`config.mk`:
```
export PLATFORM = sky130hd
export DESIGN_NAME = banco_registradores
export DESIGN_NICKNAME = d
export VERILOG_FILES = /design/src/rtl/mips_pkg.sv /design/src/rtl/banco_registradores_bypass_mux.sv /design/src/rtl/banco_registradores.sv
export SDC_FILE = /design/constraint.sdc
export NUM_CORES = 2
export LEC_CHECK = 0
export CAP_MARGIN = 25
export CORE_MARGIN = 2
export CORE_UTILIZATION = 49
export CTS_CLUSTER_SIZE = 16
export DETAILED_ROUTE_END_ITERATION = 16
export PLACE_DENSITY = 0.72
export SYNTH_ARGS = -nofsm -noshare
export SYNTH_HDL_FRONTEND = slang
export SYNTH_SLANG_ARGS = --single-unit
```
`constraint.sdc`:
```
create_clock -name clk -period 3.5 [get_ports clk]
set_input_delay 0.7 -clock clk [delete_from_list [all_inputs] [get_ports clk]]
set_output_delay 0.7 -clock clk [all_outputs]
set_load 0.02 [all_outputs]
```
`src/rtl/mips_pkg.sv`:
```
// Shared MIPS definitions: default datapath widths, architectural register
// numbers and the destination-register select used ahead of the register file.
package mips_pkg;

  localparam int unsigned DATA_W_DEF = 32;
  localparam int unsigned ADDR_W_DEF = 5;

  localparam int unsigned REG_ZERO = 0;
  localparam int unsigned REG_GP   = 28;
  localparam int unsigned REG_SP   = 29;
  localparam int unsigned REG_RA   = 31;

  typedef enum logic [1:0] {
    REG_DST_RT = 2'b00,
    REG_DST_RD = 2'b01,
    REG_DST_RA = 2'b10
  } reg_dst_e;

  // Destination-select mux: I-type writes rt, R-type writes rd, jal writes $ra.
  function automatic logic [ADDR_W_DEF-1:0] dest_reg(input reg_dst_e sel,
                                                     input logic [ADDR_W_DEF-1:0] rt,
                                                     input logic [ADDR_W_DEF-1:0] rd);
    logic [ADDR_W_DEF-1:0] r;
    r = rt;
    case (sel)
      REG_DST_RT: r = rt;
      REG_DST_RD: r = rd;
      REG_DST_RA: r = ADDR_W_DEF'(REG_RA);
      default:    r = rt;
    endcase
    return r;
  endfunction

endpackage

```
`src/rtl/banco_registradores_bypass_mux.sv`:
```
// Per-port write-before-read forwarding: selects the in-flight write data when
// the read address matches an active write; address 0 always reads zero.
module bypass_mux
  import mips_pkg::*;
#(
  parameter int unsigned DATA_W = DATA_W_DEF,
  parameter int unsigned ADDR_W = ADDR_W_DEF
) (
  input  logic [ADDR_W-1:0] rd_addr,
  input  logic              wr_en,
  input  logic [ADDR_W-1:0] wr_addr,
  input  logic [DATA_W-1:0] wr_data,
  input  logic [DATA_W-1:0] stored_data,
  output logic [DATA_W-1:0] rd_data
);

  always_comb begin
    rd_data = stored_data;
    if (rd_addr == ADDR_W'(REG_ZERO)) begin
      rd_data = '0;
    end else if (wr_en && (rd_addr == wr_addr)) begin
      rd_data = wr_data;
    end
  end

endmodule

```
`src/rtl/banco_registradores.sv`:
```
// MIPS register file: 2 combinational read ports with write bypass, 1 write
// port, a non-bypassed debug port, and per-register reset values for $gp/$sp.
module banco_registradores
  import mips_pkg::*;
#(
  parameter int unsigned        DATA_W  = DATA_W_DEF,
  parameter int unsigned        ADDR_W  = ADDR_W_DEF,
  parameter logic [DATA_W-1:0]  SP_INIT = DATA_W'(32'h0000_3FFC),
  parameter logic [DATA_W-1:0]  GP_INIT = DATA_W'(32'h0000_1800)
) (
  input  logic              clk,
  input  logic              rst_n,
  input  logic              reg_write,
  input  logic [ADDR_W-1:0] write_reg,
  input  logic [DATA_W-1:0] write_data,
  input  logic [ADDR_W-1:0] read_reg1,
  input  logic [ADDR_W-1:0] read_reg2,
  output logic [DATA_W-1:0] read_data1,
  output logic [DATA_W-1:0] read_data2,
  input  logic [ADDR_W-1:0] dbg_reg,
  output logic [DATA_W-1:0] dbg_data
);

  localparam int unsigned NREGS = 1 << ADDR_W;

  logic [DATA_W-1:0] regs [NREGS];
  logic              we;
  logic              fwd_en;

  // Writes to register 0 are dropped here, so its flop holds its reset zero.
  assign we     = reg_write && (write_reg != ADDR_W'(REG_ZERO));
  assign fwd_en = we && rst_n;

  // Flop array rather than RAM: $gp and $sp need non-zero asynchronous reset values.
  always_ff @(posedge clk or negedge rst_n) begin
    if (!rst_n) begin
      for (int unsigned i = 0; i < NREGS; i++) begin
        if (i == REG_GP) begin
          regs[i] <= GP_INIT;
        end else if (i == REG_SP) begin
          regs[i] <= SP_INIT;
        end else begin
          regs[i] <= '0;
        end
      end
    end else begin
      for (int unsigned i = 0; i < NREGS; i++) begin
        if (we && (write_reg == ADDR_W'(i))) begin
          regs[i] <= write_data;
        end
      end
    end
  end

  bypass_mux #(
    .DATA_W (DATA_W),
    .ADDR_W (ADDR_W)
  ) u_bypass1 (
    .rd_addr     (read_reg1),
    .wr_en       (fwd_en),
    .wr_addr     (write_reg),
    .wr_data     (write_data),
    .stored_data (regs[read_reg1]),
    .rd_data     (read_data1)
  );

  bypass_mux #(
    .DATA_W (DATA_W),
    .ADDR_W (ADDR_W)
  ) u_bypass2 (
    .rd_addr     (read_reg2),
    .wr_en       (fwd_en),
    .wr_addr     (write_reg),
    .wr_data     (write_data),
    .stored_data (regs[read_reg2]),
    .rd_data     (read_data2)
  );

  assign dbg_data = regs[dbg_reg];

endmodule

```
==> results.yml <==
status:
  status: "finished with violations"
  violations: "setup timing"
pwr:
  switching_share_pct: 30.36
  combPwrFrac_pct: 27.0
  power_density_nw_per_um2: 510.8
  p_leak_nw: 32.85
  p_int_mw: 27.20
  ir_drop_mv: 0.4273
  p_switching_mw: 11.86
  p_clk_share_pct: 31.0
  p_seq_share_pct: 42.0
cells_and_area:
  fin_util_pct: 59.89
  n_fill_cell: 9388
  largest_reg_flops: 1024
  largestRegisters: "regs (1024)"
  final_layout_size_suffix_gt1_share_pct: 57.93
  regMostFlops: "regs"
  nets: 4822
  final_common_cell: "mux2_2"
  fin_area_sq_um: 76480
  layout.cells.most_common_list: "mux2_2 (1080), dfrtp_1 (1010), mux4_2 (641), buf_4 (456), mux2i_1 (352)"
  area.growth.synth_to_final_pct: 21.24
yosys:
  synth_nets: 4437
  synth_edf_count: 0
  yosys_warnings: 0
  ys_ff_latch: 1024
  synth_seq_area_share_pct: 40.65
  synth_area_sq_um: 63080
  async_reset_ff_share_pct: 100.0
  synth.avg_cell_area_sq_um: 14.40
  synth_ff_type: "dfrtp_1"
  syn_inst: 4382
  synth.distinct_cells: 48
global_route:
  grt_pass1_wl_microns: 335400
  grt_pass1_vias: 47240
  grt_overflow_total: 0
  grtUsageTotal_pct: 35.35
  grt_max_degree: 184
  antenna_found_initial: 3
sta:
  fmax_mhz: 284.2
  timing.final.crit_share_pct: 100.5
  rsz0062_at_grt: "yes"
  period_needed_ns: 3.519
  skew_ns: 0
  setup_viol: 2
  hold_viol: 0
  setup_ws_ns: -0.01869
  maxSlewHeadroom_pct: 30.10
  worstMarginPinSlew_ns: 1.049
  maxSlewViolCount: 0
clock_tree:
  htreeDepth: 3
  clkTransAtPathRegs_ns: 0.06
  ctsHoldBuffers: 0
  clkLatencyLatePin_ns: 0.73
  cts_buffers: 110
  clockRootBuffer: "clkbuf_16"
  cts_tree: "done"
  clock_sinks: 1024
  cts.path.max_buffers: 3
floorplan:
  die_x_microns: 362.8
  io-pin-count: 151
  core_sq_um: 127700
  row_count: 131
  initial_utilization_pct: 49.40
  die_height_microns: 362.8
  dieArea_sq_um: 131600
min_path:
  hold_path.class: "input pin to async pin"
critical_path:
  cp.required_ns: 2.80
  crit_fanout: 11
  critPathKind: "input pin to output pin"
  rr_worst_depth: 2
  startpoint: "read_reg1[1]"
  rrSetupSlack_ns: 2.60
  arrival_ns: 2.82
  crit_path_end_kind: "output pin"
  crit_path_end: "read_data1[25]"
  r2r-end: "regs[515]"
  r2r_start: "regs[515]"
  cp-start-kind: "input pin"
route:
  drt_iter0_drc: 6664
  drc: 0
  drt-total-wl_microns: 234800
  routedWlPerCell_microns: 36.01
  via_count: 47770
  drt-vias-per-instance: 7.328
  firstDrtPassIters: 6
  postRouteAntennaNets: 0
placement:
  placed_area_sq_um: 71110
  place_congestion: 0.9161
  port_buffers: 150
  place_hpwl_microns: 146800
  dp_slack_ns: -0.6351
job:
  drv_cap: 0
[per-stage QoR]
stage,hold slack (ns),TNS (ns),cells,total power [mW]
after floorplan,0.4044,0,4382,22.85
after global placement,0.3865,-47.57,6232,26.20
after detailed placement,0.3956,-48.19,6232,26.59
after CTS,0.1542,-0.03104,6488,38.73
after global routing,0.2126,-0.1043,6519,40.37
final,0.1633,-0.02736,6519,39.06
[cell type report]
class                           count  area [sq um]  area share, %
Multi-Input combinational cell   2815         35990          47.06
Antenna cell                        1         2.502       0.003272
Clock inverter                     36         409.1         0.5350
Sequential cell                  1024         25640          33.53
Clock buffer                      165          3279          4.288
Timing Repair Buffer              816          9075          11.87
Tap cell                         1662          2079          2.719
[repair_timing]
item / CTS / global route
endpoints found under the setup margin: 96 / 80
cloned: 16 / 2
pin swaps: 10 / 15
gates resized for setup: 417 / 100
setup buffers: 39 / 29
[power groups by stage]
| stage | clock (mW) | sequential, mW | combinational [mW] |
|---|---|---|---|
| finish | 12.1 | 16.4 | 10.5 |
| global route | 12.7 | 16.6 | 11.1 |
| CTS | 12.2 | 16.2 | 10.3 |
| detailed placement | 0 | 16.4 | 10.2 |
| global placement | 0 | 16.2 | 9.97 |
| floorplan | 0 | 15.7 | 7.15 |
[how the worst min path moves through the flow]
stage                          start          to  slack, ns  cells past startpoint
after floorplan                rst_n     regs[0]       0.40                      0
after global placement    regs[1022]  regs[1022]       0.39                      0
after detailed placement  regs[1022]  regs[1022]       0.40                      0
after CTS                      rst_n   regs[827]       0.15                      2
after global routing           rst_n   regs[763]       0.21                      2
final                          rst_n   regs[827]       0.16                      2
[cell usage after synthesis, types with 26 or more instances]
library cell / count / area (sq um)
nand3_1: 68 / 340.3
buf_4: 26 / 195.2
dfrtp_1: 1010 / 25270
buf_2: 98 / 490.5
mux4_2: 641 / 14440
o311a_1: 62 / 620.6
o221ai_1: 62 / 543.0
a21oi_1: 97 / 485.5
o2111ai_1: 31 / 271.5
a211oi_1: 33 / 247.7
a22oi_1: 125 / 938.4
nand4_1: 32 / 200.2
clkbuf_1: 347 / 1303
a221oi_1: 31 / 271.5
mux2_2: 1088 / 12250
mux2i_1: 352 / 3523
nor2b_1: 39 / 244.0
buf_1: 67 / 251.5
nand2_1: 82 / 307.8
[cell families (layout without fill, tap and decap cells)]
kind of cell           after synthesis  count (layout)  synth area share, %
buffers and inverters              543            1017                3.630
multiplexers                      2081            2081                47.89
other                                0               1                    0
XOR/XNOR                            10              10               0.1388
AND/OR/NAND/NOR                    274             274                2.204
AO/OA/AOI/OAI                      450             450                5.483
flip-flops                        1024            1024                40.65
[routing by layer]
layer | GRT usage, % | routed length (microns) | vias up
met5 | 0 | 10 | -
met4 | 18.92 | 14280 | 2
met3 | 13.15 | 32450 | 775
met2 | 50.77 | 101900 | 3629
met1 | 46.60 | 86110 | 25060
li1 | - | - | 18310
[worst max-delay path, cell delays in order]
cell	delay (ns)
buf_8	0.15
buf_16	0.18
buf_4	0.21
buf_4	0.25
mux4_2	0.33
a211oi_1	0.33
buf_4	0.18
o2111ai_1	0.10
o311a_1	0.12
clkdlybuf4s15_2	0.25
(Power assumes the default switching activity.)
